File: src/rtl/mem_arb_pkg.sv
// Shared types and default widths for the unified memory port arbiter.
package mem_arb_pkg;

  localparam int unsigned DEF_ADDR_W       = 8;
  localparam int unsigned DEF_DATA_W       = 32;
  localparam int unsigned DEF_STARVE_LIMIT = 4;

  typedef enum logic {
    SRC_IF = 1'b0,
    SRC_DM = 1'b1
  } src_t;

endpackage

File: src/rtl/mem_arb_sel.sv
// Two-requester grant select: DM wins ties; with ARB_FAIRNESS_EN a starve
// counter hands the port to IF after STARVE_LIMIT consecutive DM wins.
module mem_arb_sel
  import mem_arb_pkg::*;
`ifdef ARB_FAIRNESS_EN
#(
  parameter int unsigned STARVE_LIMIT = DEF_STARVE_LIMIT
)
`endif
(
`ifdef ARB_FAIRNESS_EN
  input  logic       clk,
`endif
  input  logic       rst,
  input  logic       if_req,
  input  logic       dm_req,
  input  logic       mem_ready,
  output logic [1:0] gnt       // bit 0 = IF, bit 1 = DM
);

  logic force_if;

`ifdef ARB_FAIRNESS_EN
  localparam int unsigned CNT_W = $clog2(STARVE_LIMIT + 1);

  logic [CNT_W-1:0] starve_cnt;

  assign force_if = (starve_cnt == CNT_W'(STARVE_LIMIT));

  // Counts DM wins while IF is left waiting; any IF grant or idle IF clears it.
  always_ff @(posedge clk or negedge rst) begin
    if (!rst) begin
      starve_cnt <= '0;
    end else if (!if_req || gnt[0]) begin
      starve_cnt <= '0;
    end else if (gnt[1] && (starve_cnt < CNT_W'(STARVE_LIMIT))) begin
      starve_cnt <= starve_cnt + CNT_W'(1);
    end
  end
`else
  assign force_if = 1'b0;
`endif

  always_comb begin
    gnt = 2'b00;
    if (rst && mem_ready) begin
      if (dm_req && !(if_req && force_if)) begin
        gnt[1] = 1'b1;
      end else if (if_req) begin
        gnt[0] = 1'b1;
      end
    end
  end

endmodule

File: src/rtl/mem_port_arbiter.sv
// Shares one memory port between instruction fetch and data load/store.
// Optional IF anti-starvation enabled by defining ARB_FAIRNESS_EN.
module mem_port_arbiter
  import mem_arb_pkg::*;
#(
  parameter int unsigned ADDR_W = DEF_ADDR_W,
  parameter int unsigned DATA_W = DEF_DATA_W
`ifdef ARB_FAIRNESS_EN
  , parameter int unsigned STARVE_LIMIT = DEF_STARVE_LIMIT
`endif
) (
  input  logic              clk,
  input  logic              rst,
  input  logic              if_req,
  input  logic [ADDR_W-1:0] if_addr,
  output logic              if_gnt,
  output logic              if_rvalid,
  output logic [DATA_W-1:0] if_rdata,
  input  logic              dm_req,
  input  logic              dm_we,
  input  logic [ADDR_W-1:0] dm_addr,
  input  logic [DATA_W-1:0] dm_wdata,
  output logic              dm_gnt,
  output logic              dm_rvalid,
  output logic [DATA_W-1:0] dm_rdata,
  input  logic              mem_ready,
  output logic              mem_en,
  output logic              mem_we,
  output logic [ADDR_W-1:0] mem_addr,
  output logic [DATA_W-1:0] mem_wdata,
  input  logic [DATA_W-1:0] mem_rdata,
  output logic              busy
);

  logic [1:0]        gnt;
  logic              resp_v;
  src_t              resp_src;
  logic [DATA_W-1:0] if_rdata_q;
  logic [DATA_W-1:0] dm_rdata_q;

`ifdef ARB_FAIRNESS_EN
  mem_arb_sel #(.STARVE_LIMIT(STARVE_LIMIT)) u_sel (
    .clk       (clk),
`else
  mem_arb_sel u_sel (
`endif
    .rst       (rst),
    .if_req    (if_req),
    .dm_req    (dm_req),
    .mem_ready (mem_ready),
    .gnt       (gnt)
  );

  assign if_gnt = gnt[0];
  assign dm_gnt = gnt[1];

  // Request mux toward memory; idle port drives zeros.
  always_comb begin
    mem_en    = if_gnt | dm_gnt;
    mem_we    = dm_gnt & dm_we;
    mem_addr  = '0;
    mem_wdata = '0;
    if (dm_gnt) begin
      mem_addr  = dm_addr;
      mem_wdata = dm_wdata;
    end else if (if_gnt) begin
      mem_addr  = if_addr;
    end
  end

  // One-deep response pipe; reset drops any read in flight.
  always_ff @(posedge clk or negedge rst) begin
    if (!rst) begin
      resp_v   <= 1'b0;
      resp_src <= SRC_IF;
    end else begin
      resp_v   <= if_gnt | (dm_gnt & ~dm_we);
      resp_src <= dm_gnt ? SRC_DM : SRC_IF;
    end
  end

  assign busy      = resp_v;
  assign if_rvalid = resp_v & (resp_src == SRC_IF);
  assign dm_rvalid = resp_v & (resp_src == SRC_DM);

  // Read data is presented straight from memory in the response cycle, then held.
  always_ff @(posedge clk) begin
    if (if_rvalid) if_rdata_q <= mem_rdata;
    if (dm_rvalid) dm_rdata_q <= mem_rdata;
  end

  assign if_rdata = if_rvalid ? mem_rdata : if_rdata_q;
  assign dm_rdata = dm_rvalid ? mem_rdata : dm_rdata_q;

endmodule
File: config.mk
export PLATFORM = sky130hd
export DESIGN_NAME = mem_port_arbiter
export DESIGN_NICKNAME = d
export VERILOG_FILES = /design/src/rtl/mem_arb_pkg.sv /design/src/rtl/mem_arb_sel.sv /design/src/rtl/mem_port_arbiter.sv
export SDC_FILE = /design/constraint.sdc
export NUM_CORES = 1
export LEC_CHECK = 0
export ABC_AREA = 1
export ABC_CLOCK_PERIOD_IN_PS = 2700
export BUFFER_PORTS_ARGS = -buffer_cell sky130_fd_sc_hd__buf_2
export CORE_ASPECT_RATIO = 0.7
export CORE_MARGIN = 5
export CORE_UTILIZATION = 43
export DETAILED_ROUTE_END_ITERATION = 16
export PLACE_DENSITY = 0.93
export SYNTH_ARGS = -nofsm -noshare
export SYNTH_HDL_FRONTEND = slang
export SYNTH_HIERARCHICAL = 1
export SYNTH_SLANG_ARGS = --single-unit
File: constraint.sdc
create_clock -name clk -period 2.7 [get_ports clk]
set_input_delay 0.135 -clock clk [delete_from_list [all_inputs] [get_ports clk]]
set_output_delay 0.135 -clock clk [all_outputs]
set_load 0.005 [all_outputs]
==> results of run 1 <==
==> layer usage <==
metal  share of wire  vias up  global-route usage
met1            0.39     1356               0.260
li1                -     1568                   -
met5          0.0014        -                   0
met4           0.014        2              0.0651
met3           0.087       13              0.0754
met2            0.51      146               0.391
==> state kept, by name (all words and copies together) (netlist names) <==
signal	flops
resp_src	1
dm_rdata_q	32
if_rdata_q	32
busy	1
==> cells in the final DEF (no fill, tap or decap), drive strengths merged <==
master       Yosys  final
buf             25    201
bufinv           0      1
clkbuf           1     10
clkinv           1      3
clkinvlp         0      2
dfrtp            2      2
dfxtp           64     64
dlygate4sd3      0      1
inv             38     39
nand2          182    182
nand3           72     72
nor2             2      2
o21ai            1      1
==> through the flow <==
step,setup slack [ns],cells
floorplan,1.64,388
global placement,0.857,641
detailed placement,0.817,641
CTS,0.450,658
global route,0.248,658
finish,0.459,658
==> cells by family after synthesis <==
kind of cell,after synthesis,synth area share
AOI/OAI and AO/OA,1,0.00185
and+or+nand+nor,256,0.391
buffers and inverters,65,0.114
DFF,66,0.493
==> area by class of cell <==
| type | instances | area (um2) |
|---|---|---|
| tap | 78 | 97.6 |
| timing repair buffer | 202 | 1030 |
| clock buffer | 10 | 138 |
| inverter | 39 | 146 |
| multi-input combinational | 257 | 1060 |
| sequential | 66 | 1330 |
| clock inverter | 6 | 63.8 |
| fill | 550 | 2290 |
==> synthesized netlist by cell type <==
cell type                  instances
sky130_fd_sc_hd__clkbuf_1          1
sky130_fd_sc_hd__o21ai_0           1
sky130_fd_sc_hd__dfrtp_1           2
sky130_fd_sc_hd__nor2_2            1
sky130_fd_sc_hd__nand3_1          72
sky130_fd_sc_hd__nand2_2           1
sky130_fd_sc_hd__nand2_1         181
sky130_fd_sc_hd__nor2_1            1
sky130_fd_sc_hd__inv_1            36
sky130_fd_sc_hd__clkinv_1          1
sky130_fd_sc_hd__buf_4            11
sky130_fd_sc_hd__dfxtp_1          64
sky130_fd_sc_hd__inv_2             2
sky130_fd_sc_hd__buf_2            13
sky130_fd_sc_hd__buf_6             1
==> power breakdown <==
group	switching (W)	internal [W]	leakage, nW	total, W
registers	0.0000695	0.00122	0.565	0.00129
clock network	0.000378	0.000451	0.0987	0.000829
logic	0.000384	0.000320	1.86	0.000704
==> worst register-to-register path, delay by kind of cell, from the launching register on <==
family                 cells  cell delay [ns]
flip-flops                 1             0.40
AND/OR/NAND/NOR            3             0.84
buffers and inverters      1             0.42
==> worst min-delay path by stage <==
stage / from / end / cells after the start
final: dm_we / busy / 2
after global routing: dm_we / busy / 2
after CTS: dm_we / busy / 2
after detailed placement: rst / resp_src / 1
after global placement: rst / resp_src / 1
after floorplan: rst / busy / 0
==> what timing repair did <==
item	4_1_cts	5_1_grt
resized for setup	0	0
hold buffers	1	0
hold endpoints to repair	2	0
==> results.txt, run 1 <==
----------------------------------------------------
[Clock network]
  TritonCTS buffer count ... 9
  Clock slew at the register clock pins of the worst setup and hold paths ... 0.07 ns
  Number of buffers between clock root and the deepest sink ... 2
  Buffer type at the clock tree root ... sky130_fd_sc_hd__clkbuf_8
  Clock network latency to the later pin of the worst-skew pair ... 0.33 ns
  CTS HTree Levels ... 3
  Post-CTS setup buffer count ... 0
  Clock sink total ... 66
  Clock tree from TritonCTS ... yes

[Routing]
  Number of detailed-route iterations in the first pass ... 5
  DRC errors left ... 0
  Average via count per standard cell ... 4.69
  Total wire length ... 9150 um
  Detailed-route via count ... 3085
  Starting DRT DRC Count ... 122
  Remaining number of nets flagged by the antenna check after routing ... 0
  Average wire per standard cell ... 13.9 um

[Final layout]
  Final antenna diode count ... 0
  Final nets ... 661
  Synth-to-layout area growth ... 43.3%
  Share of post-route cells with drive strength above 1 ... 0.384
  Post-layout instance area ... 3870 um2
  Fin util ... 0.629

[Critical path]
  Crit Path Max Fanout ... 33
  Critical Path Most Common Cell ... sky130_fd_sc_hd__nand2_1
  Worst path slowest cell ... sky130_fd_sc_hd__nand2_2
  Count of cell instances traversed by the critical path ... 5
  Cell breakdown of the critical path ... inv_2 -> nand2_2 -> nand2_1 -> nand2_1 -> buf_2
  WP data arrival ... 2.11 ns
  Register-to-Register Setup Slack ... 0.94 ns
  R2R Path End ... if_rdata_q[22]
  Crit. Startpoint ... resp_src
  Depth of the worst register-to-register path ... 4
  Crit Reg-Reg Startpoint ... resp_src
  Capturing instance or port of the critical path ... if_rdata[22]
  Kind of cell adding the most delay to the critical path ... simple AND/OR/NAND/NOR gates
  Category of the worst setup path launch point ... flop
  Required time of the worst setup path ... 2.57 ns
  Total buffers and inverters traversed by the critical path ... 2
  Path type of the worst setup path ... reg -> out
  Critical path endpoint category ... output port
  Critical path's largest stage delay ... 0.53 ns

[Job]
  Max-cap check violation count ... 0

[Synthesis]
  Total nets after synthesis ... 474
  Proportion of synthesized chip area in sequential cells ... 0.493
  Number of cells produced by synthesis ... 388
  Yosys Warn Count ... 6
  Total standard cell area after synthesis ... 2700 um2
  Cell type with the highest aggregate area in the netlist ... sky130_fd_sc_hd__dfxtp_1
  Number of storage elements in the synthesis netlist ... 66
  Avg Inst Size Synth ... 6.96 um2
  Count of distinct cell types in the synthesized netlist ... 15
  Top cell type's share of synthesized area ... 0.474
  Top cells by area in the synthesized netlist ... sky130_fd_sc_hd__dfxtp_1 (47%), sky130_fd_sc_hd__nand2_1 (25%), sky130_fd_sc_hd__nand3_1 (13%)

[Floorplan]
  Standard-cell row count ... 24
  Effective utilization at floorplan ... 0.439
  Total Die Area ... 7990 um2
  Num ports ... 197
  Core Region ... 6160 um2
  DIE HEIGHT ... 76.3 um
  Horizontal die dimension ... 105 um

[Global route]
  Antenna violations before repair ... 1
  Wire length of the first global-routing pass ... 14700 um
  Via count of the first global-routing pass ... 3008
  Global-route usage over all layers ... 0.224
  Remaining Overflow, GRT ... 0
  Maximum number of pins on one net before global-route repair ... 44

[STA]
  Ratio of final minimum period to clock period ... 0.830
  Setup-violating endpoint count in the final report ... 0
  Pins Over Slew Limit ... 0
  Minimum period implied by the final worst setup slack ... 2.24 ns
  Setup TNS Final ... 0 ns
  Worst Hold Slack ... 0.0371 ns
  Final hold vios ... 0
  Normalized max-slew margin ... 0.593
  Unrepaired setup endpoints after global routing ... no
  Final clock skew ... 0.00683 ns
  Highest achievable clock rate ... 446 MHz
  Slew of the pin with the lowest slew margin ... 0.608 ns

[Min path]
  Worst hold path type ... in -> reg

[Status]
  Status ... completed

[Place]
  PortBufs ... 196
  Placer's final routability congestion estimate ... 0.890
  Detail Placement HPWL ... 7190 um
  Area post-placement ... 3660 um2

[Power]
  Leakage power total ... 2.52 nW
  Total power per unit cell area ... 731 nW/um2
  Post-route total power ... 0.00283 W
  Peak supply drop ... 334 uV

----------------------------------------------------
Note: power is estimated with default switching activity, not from simulation.
==> run 2, diff against run 1 <==
--- a/config.mk
+++ b/config.mk
@@ -5,14 +5,14 @@
 export SDC_FILE = /design/constraint.sdc
 export NUM_CORES = 1
 export LEC_CHECK = 0
-export ABC_AREA = 1
-export ABC_CLOCK_PERIOD_IN_PS = 2700
+export ABC_AREA = 0
+export ABC_CLOCK_PERIOD_IN_PS = 2000
 export BUFFER_PORTS_ARGS = -buffer_cell sky130_fd_sc_hd__buf_2
 export CORE_ASPECT_RATIO = 0.7
 export CORE_MARGIN = 5
-export CORE_UTILIZATION = 43
+export CORE_UTILIZATION = 36
 export DETAILED_ROUTE_END_ITERATION = 16
-export PLACE_DENSITY = 0.93
+export PLACE_DENSITY = 0.85
 export SYNTH_ARGS = -nofsm -noshare
 export SYNTH_HDL_FRONTEND = slang
 export SYNTH_HIERARCHICAL = 1
==> constraint.sdc (replaced) <==
create_clock -name clk -period 2 [get_ports clk]
set_input_delay 0.1 -clock clk [delete_from_list [all_inputs] [get_ports clk]]
set_output_delay 0.1 -clock clk [all_outputs]
set_load 0.005 [all_outputs]
==> results.txt, run 2 <==
----------------------------------------------------
[Clock network]
  Clock sink total ... 66
  Clock slew at the register clock pins of the worst setup and hold paths ... 0.07 ns
  Clock network latency to the later pin of the worst-skew pair ... 0.33 ns
  Number of buffers between clock root and the deepest sink ... 2
  TritonCTS buffer count ... 9
  Buffer type at the clock tree root ... sky130_fd_sc_hd__clkbuf_8
  CTS HTree Levels ... 3
  Clock tree from TritonCTS ... yes

[Synthesis]
  Synth cell count leaders ... sky130_fd_sc_hd__dfxtp_1 (64), sky130_fd_sc_hd__mux2_2 (35), sky130_fd_sc_hd__and2_1 (33)
  Count of distinct cell types in the synthesized netlist ... 20
  Async set-or-reset flop fraction in the synthesized netlist ... 0.0303
  Number of cells produced by synthesis ... 196
  Top flip-flop cell by instance count after synthesis ... sky130_fd_sc_hd__dfxtp_1
  Most frequent cell after synthesis ... sky130_fd_sc_hd__dfxtp_1
  Proportion of synthesized chip area in sequential cells ... 0.505
  Cell type with the highest aggregate area in the netlist ... sky130_fd_sc_hd__dfxtp_1
  Number of storage elements in the synthesis netlist ... 66
  Post-synth EDFFs ... 0
  Top cell type's share of synthesized area ... 0.486
  Top cells by area in the synthesized netlist ... sky130_fd_sc_hd__dfxtp_1 (49%), sky130_fd_sc_hd__mux2_4 (17%), sky130_fd_sc_hd__mux2_2 (15%)
  Yosys Warn Count ... 6
  Avg Inst Size Synth ... 13.5 um2
  Total nets after synthesis ... 282
  Total standard cell area after synthesis ... 2640 um2

[Critical path]
  Required time of the worst setup path ... 1.90 ns
  Total buffers and inverters traversed by the critical path ... 4
  Kind of cell adding the most delay to the critical path ... buffers and inverters
  Cell breakdown of the critical path ... dlygate4sd3_1 -> buf_2 -> and3_2 -> buf_4 -> or2_2 -> buf_2
  Category of the worst setup path launch point ... input pin
  Critical Path Most Common Cell ... sky130_fd_sc_hd__buf_2
  WP data arrival ... 1.67 ns
  Crit Path Max Fanout ... 46
  Path type of the worst setup path ... in -> out
  Register-to-Register Setup Slack ... 0.69 ns
  Critical path's largest stage delay ... 0.53 ns
  Worst path slowest cell ... sky130_fd_sc_hd__dlygate4sd3_1
  Critical path endpoint category ... output port

[Final layout]
  Share of post-route cells with drive strength above 1 ... 0.706
  Most common library cell in the layout ignoring fill and taps ... sky130_fd_sc_hd__buf_2
  Final antenna diode count ... 0
  Commonest cells after routing, fill and taps aside ... sky130_fd_sc_hd__buf_2 (196), sky130_fd_sc_hd__dfxtp_1 (64), sky130_fd_sc_hd__mux2_2 (35)
  Final nets ... 486
  Post-Layout Cell Count ... 503
  Synth-to-layout area growth ... 48.5%
  Largest registers ... dm_rdata_q: 32 flops, if_rdata_q: 32 flops

[Routing]
  Total wire length ... 8050 um
  Detailed-route via count ... 2181
  Average via count per standard cell ... 4.34
  Average wire per standard cell ... 16.0 um
  Starting DRT DRC Count ... 45
  Remaining number of nets flagged by the antenna check after routing ... 0
  DRC errors left ... 0
  Number of detailed-route iterations in the first pass ... 4

[Global route]
  Layer with the highest usage after global routing ... met2
  Wire length of the first global-routing pass ... 12000 um
  Maximum number of pins on one net before global-route repair ... 47
  Global-route usage over all layers ... 0.169
  Met2 track utilization from global routing ... 0.318
  Met1 track demand over resource ... 0.173
  Remaining Overflow, GRT ... 0
  Via count of the first global-routing pass ... 2348
  Met3 Track Usage GR ... 0.0648
  Antenna violations before repair ... 0

[STA]
  Unrepaired setup endpoints after global routing ... no
  Setup TNS Final ... 0 ns
  Final clock skew ... 0.00709 ns
  Highest achievable clock rate ... 564 MHz
  Pins Over Slew Limit ... 0
  Setup-violating endpoint count in the final report ... 0
  Ratio of final minimum period to clock period ... 0.887
  Normalized max-slew margin ... 0.785
  Minimum period implied by the final worst setup slack ... 1.77 ns
  Slew of the pin with the lowest slew margin ... 0.322 ns
  Final hold vios ... 0

[Min path]
  Worst hold path type ... in -> reg

[Floorplan]
  Num ports ... 197
  Horizontal die dimension ... 112 um
  Core Region ... 7220 um2
  Standard-cell row count ... 26
  Total Die Area ... 9170 um2
  DIE HEIGHT ... 81.6 um
  Effective utilization at floorplan ... 0.365

[Place]
  Placer's final routability congestion estimate ... 0.903
  Number of cells in the design after placement ... 482
  PortBufs ... 196
  Detail Placement HPWL ... 6640 um

[Power]
  Sequential group share of total power ... 0.445
  Combinational share of power ... 0.268
  Peak supply drop ... 476 uV
  Share of power burned in the clock network ... 0.287
  Internal power summed over all cells ... 0.00289 W
  Total power per unit cell area ... 990 nW/um2
  Switch share ... 0.256
  Leakage power total ... 2.16 nW
  P_sw ... 0.000994 W

[Status]
  Status ... completed

[Job]
  Max-cap check violation count ... 0

----------------------------------------------------
==> run 2: changes by cell type after synthesis, moves of 4 or more <==
cell                       delta
sky130_fd_sc_hd__nand2_1    -179
sky130_fd_sc_hd__nand3_1     -72
sky130_fd_sc_hd__mux2_2      +35
sky130_fd_sc_hd__and2_1      +33
sky130_fd_sc_hd__inv_1       -33
sky130_fd_sc_hd__mux2_4      +29
sky130_fd_sc_hd__buf_2       -12
sky130_fd_sc_hd__buf_4       -11
sky130_fd_sc_hd__a22o_1       +7
sky130_fd_sc_hd__clkbuf_1     +4
==> run 2: layout make-up <==
cell class                 count  area (um2)
fill                         658        3300
clock inverter                 6        65.1
inverter                       3        11.3
sequential                    66        1330
timing repair buffer         206        1080
multi-input combinational    114        1170
clock buffer                  10         138
tap                           98         123
==> run 2: kinds of logic after synthesis <==
family	count (synthesis)	synth area share
AND/OR/NAND/NOR	41	0.100
multiplexers	64	0.314
AO/OA/AOI/OAI	9	0.0280
flip-flops	66	0.505
buffers and inverters	16	0.0531
==> run 2: metrics by stage <==
step                      hold slack, ns  area, um2  total power (W)  utilization  setup slack (ns)
final                             0.0267       3920          0.00388        0.543             0.226
after global routing             0.00294       3920          0.00412        0.543             0.129
after CTS                       0.000889       3910          0.00395        0.541            0.0674
after detailed placement          -0.101       3660          0.00281        0.507             0.575
after global placement            -0.104       3660          0.00275        0.507             0.592
after floorplan                   -0.196       2640          0.00228            -             0.800
==> run 2: power groups by stage <==
stage	Clock (W)	Combinational, W	Sequential [W]
after floorplan	0	0.000557	0.00172
after global placement	0	0.00101	0.00174
after detailed placement	0	0.00105	0.00176
after CTS	0.00116	0.00106	0.00173
after global routing	0.00122	0.00114	0.00176
final	0.00111	0.00104	0.00173
==> run 2: final timing paths <==
check                      cells past startpoint           start              to
setup / recovery                               6             rst          mem_en
hold / removal                                 2   mem_rdata[15]  if_rdata_q[15]
setup reg to reg                               3            busy   if_rdata_q[8]
max in group asynchronous                      2             rst        resp_src
hold reg to reg                                1  if_rdata_q[11]  if_rdata_q[11]
min in group asynchronous                      2             rst            busy
==> run 2: timing repair <==
action | CTS | global route
gates resized for setup | 0 | 1
hold endpoints to repair | 5 | 1
buffers inserted | 0 | 0
endpoints found under the setup margin | 0 | 2
hold buffers | 4 | 1
==> run 2: layer usage <==
metal	part of all wire	wire (um)
met1	0.37	2980
met2	0.52	4210
met3	0.090	724
met4	0.017	139
met5	0	0
==> run 2: worst register-to-register path, stage by stage (launching register included) <==
cell and delay, ns:
sky130_fd_sc_hd__dfrtp_1 0.43, sky130_fd_sc_hd__nand2b_4 0.12, sky130_fd_sc_hd__buf_4 0.30, sky130_fd_sc_hd__mux2_4 0.35
==> run 3, diff against run 2 <==
--- a/config.mk
+++ b/config.mk
@@ -12,8 +12,8 @@
 export CORE_MARGIN = 5
 export CORE_UTILIZATION = 36
 export DETAILED_ROUTE_END_ITERATION = 16
-export PLACE_DENSITY = 0.85
+export PLACE_DENSITY = 0.84
+export SLEW_MARGIN = 15
 export SYNTH_ARGS = -nofsm -noshare
 export SYNTH_HDL_FRONTEND = slang
-export SYNTH_HIERARCHICAL = 1
 export SYNTH_SLANG_ARGS = --single-unit
==> results.txt, run 3 <==
----------------------------------------------------
[Status]
  Status ... completed

[Power]
  Internal power summed over all cells ... 0.00319 W
  Switch share ... 0.233
  Peak supply drop ... 552 uV
  Total power per unit cell area ... 1020 nW/um2
  Combinational share of power ... 0.239
  P_sw ... 0.000972 W
  Sequential group share of total power ... 0.408
  Leakage power total ... 2.13 nW
  Share of power burned in the clock network ... 0.352

[Synthesis]
  Cell type with the highest aggregate area in the netlist ... sky130_fd_sc_hd__dfxtp_1
  Yosys Warn Count ... 0
  Top cells by area in the synthesized netlist ... sky130_fd_sc_hd__dfxtp_1 (47%), sky130_fd_sc_hd__mux2_4 (16%), sky130_fd_sc_hd__mux2_2 (15%)
  Post-synth EDFFs ... 0
  Top cell type's share of synthesized area ... 0.475
  Proportion of synthesized chip area in sequential cells ... 0.493
  Most frequent cell after synthesis ... sky130_fd_sc_hd__dfxtp_1
  Async set-or-reset flop fraction in the synthesized netlist ... 0.0303
  Top flip-flop cell by instance count after synthesis ... sky130_fd_sc_hd__dfxtp_1
  Number of storage elements in the synthesis netlist ... 66
  Total standard cell area after synthesis ... 2700 um2
  Number of cells produced by synthesis ... 213
  Avg Inst Size Synth ... 12.7 um2
  Total nets after synthesis ... 299
  Count of distinct cell types in the synthesized netlist ... 18
  Synth cell count leaders ... sky130_fd_sc_hd__dfxtp_1 (64), sky130_fd_sc_hd__mux2_2 (35), sky130_fd_sc_hd__and2_1 (33)

[Final layout]
  Share of post-route cells with drive strength above 1 ... 0.664
  Final antenna diode count ... 0
  # fillers ... 633
  Post-Layout Cell Count ... 521
  Synth-to-layout area growth ... 50.9%
  Commonest cells after routing, fill and taps aside ... sky130_fd_sc_hd__buf_2 (196), sky130_fd_sc_hd__dfxtp_1 (64), sky130_fd_sc_hd__mux2_2 (35)
  Final nets ... 504
  Largest registers ... dm_rdata_q: 32 flops, if_rdata_q: 32 flops
  Fin util ... 0.559
  Most common library cell in the layout ignoring fill and taps ... sky130_fd_sc_hd__buf_2

[Clock network]
  CTS hold repair buffers ... 8
  CTS HTree Levels ... 3
  Clock slew at the register clock pins of the worst setup and hold paths ... 0.07 ns
  Clock sink total ... 66
  Buffer type at the clock tree root ... sky130_fd_sc_hd__clkbuf_8
  Clock network latency to the later pin of the worst-skew pair ... 0.33 ns
  Clock tree from TritonCTS ... yes
  Post-CTS setup buffer count ... 0
  Number of buffers between clock root and the deepest sink ... 2
  Post-CTS Resized ... 0
  TritonCTS buffer count ... 9

[Routing]
  Detailed-route via count ... 2271
  Average wire per standard cell ... 14.5 um
  DRC errors left ... 0
  Number of detailed-route iterations in the first pass ... 4
  Remaining number of nets flagged by the antenna check after routing ... 0
  Total wire length ... 7550 um
  Average via count per standard cell ... 4.36
  Starting DRT DRC Count ... 85

[Global route]
  Global-route usage over all layers ... 0.158
  Wire length of the first global-routing pass ... 11500 um
  Remaining Overflow, GRT ... 0
  Antenna violations before repair ... 0
  Via count of the first global-routing pass ... 2450
  Maximum number of pins on one net before global-route repair ... 36

[Floorplan]
  Standard-cell row count ... 26
  Num ports ... 197
  Total Die Area ... 9360 um2
  DIE HEIGHT ... 82.4 um
  Effective utilization at floorplan ... 0.370
  Horizontal die dimension ... 113 um
  Core Region ... 7290 um2

[STA]
  Final clock skew ... 0.00869 ns
  Slew of the pin with the lowest slew margin ... 0.353 ns
  Minimum period implied by the final worst setup slack ... 1.75 ns
  Ratio of final minimum period to clock period ... 0.873
  Pins Over Slew Limit ... 0
  Unrepaired setup endpoints after global routing ... no
  Setup-violating endpoint count in the final report ... 0
  Final hold vios ... 0
  Normalized max-slew margin ... 0.764
  Highest achievable clock rate ... 573 MHz
  Setup TNS Final ... 0 ns

[Place]
  PortBufs ... 196
  Detail Placement HPWL ... 6000 um
  Placer's final routability congestion estimate ... 0.815
  Number of cells in the design after placement ... 496

[Critical path]
  WP data arrival ... 1.65 ns
  Crit Path Max Fanout ... 24
  Kind of cell adding the most delay to the critical path ... flip-flops
  Critical path's largest stage delay ... 0.39 ns
  Critical path endpoint category ... output port
  Total buffers and inverters traversed by the critical path ... 2
  Worst path slowest cell ... sky130_fd_sc_hd__dfrtp_1
  Required time of the worst setup path ... 1.90 ns
  Category of the worst setup path launch point ... flop
  Path type of the worst setup path ... reg -> out
  Cell breakdown of the critical path ... nor2b_4 -> buf_12 -> mux2_2 -> buf_2

[Job]
  Max-cap check violation count ... 0

[Min path]
  Worst hold path type ... in -> reg

----------------------------------------------------
## run 3: cells by family after synthesis
logic type,Yosys count,synth area share
flip-flops,66,0.493
multiplexers,64,0.307
AND/OR/NAND/NOR,58,0.130
buffers and inverters,16,0.0528
AO/OA/AOI/OAI,9,0.0167
## run 3: area by class of cell
| type | count | area (um2) | area share |
|---|---|---|---|
| clock inverters | 6 | 136 | 0.0335 |
| multi-input cells | 131 | 1220 | 0.301 |
| flip-flops and latches | 66 | 1330 | 0.327 |
| inverters | 1 | 3.75 | 0.000922 |
| clock buffers | 10 | 128 | 0.0313 |
| repair buffers | 209 | 1130 | 0.276 |
| well taps | 98 | 123 | 0.0301 |
## run 3: power groups by stage
| stage | Combinational, W | Sequential (W) | Clock [W] |
|---|---|---|---|
| CTS | 0.00102 | 0.00170 | 0.00152 |
| global placement | 0.000969 | 0.00172 | 0 |
| finish | 0.000997 | 0.00170 | 0.00147 |
| floorplan | 0.000537 | 0.00170 | 0 |
| detailed placement | 0.00100 | 0.00173 | 0 |
| global route | 0.00109 | 0.00173 | 0.00158 |
## run 3: path summary, 6_finish.rpt
kind / from / to / slack (ns) / cells past startpoint
min: mem_rdata[15] / if_rdata_q[15] / 0.02 / 2
max: busy / if_rdata[1] / 0.25 / 4
max reg2reg: busy / if_rdata_q[0] / 0.70 / 3
min in group asynchronous: rst / resp_src / 0.09 / 2
max in group asynchronous: rst / busy / 1.79 / 2
min reg2reg: if_rdata_q[18] / if_rdata_q[18] / 0.47 / 1
## run 3: metal layers
layer	global-route usage	wire length (um)
met5	0	0
met3	0.0685	758
met2	0.283	3710
met1	0.171	3010
met4	0.0504	73
## run 3: per-stage QoR
| step | worst slack (ns) | hold slack (ns) | total power, W | area [um2] |
|---|---|---|---|---|
| after CTS | 0.209 | 0.000344 | 0.00424 | 4060 |
| final | 0.255 | 0.0216 | 0.00416 | 4070 |
| after floorplan | 0.775 | -0.196 | 0.00224 | 2700 |
| after global placement | 0.628 | -0.0989 | 0.00269 | 3720 |
| after detailed placement | 0.587 | -0.0984 | 0.00273 | 3720 |
| after global routing | 0.154 | 0.00120 | 0.00440 | 4070 |
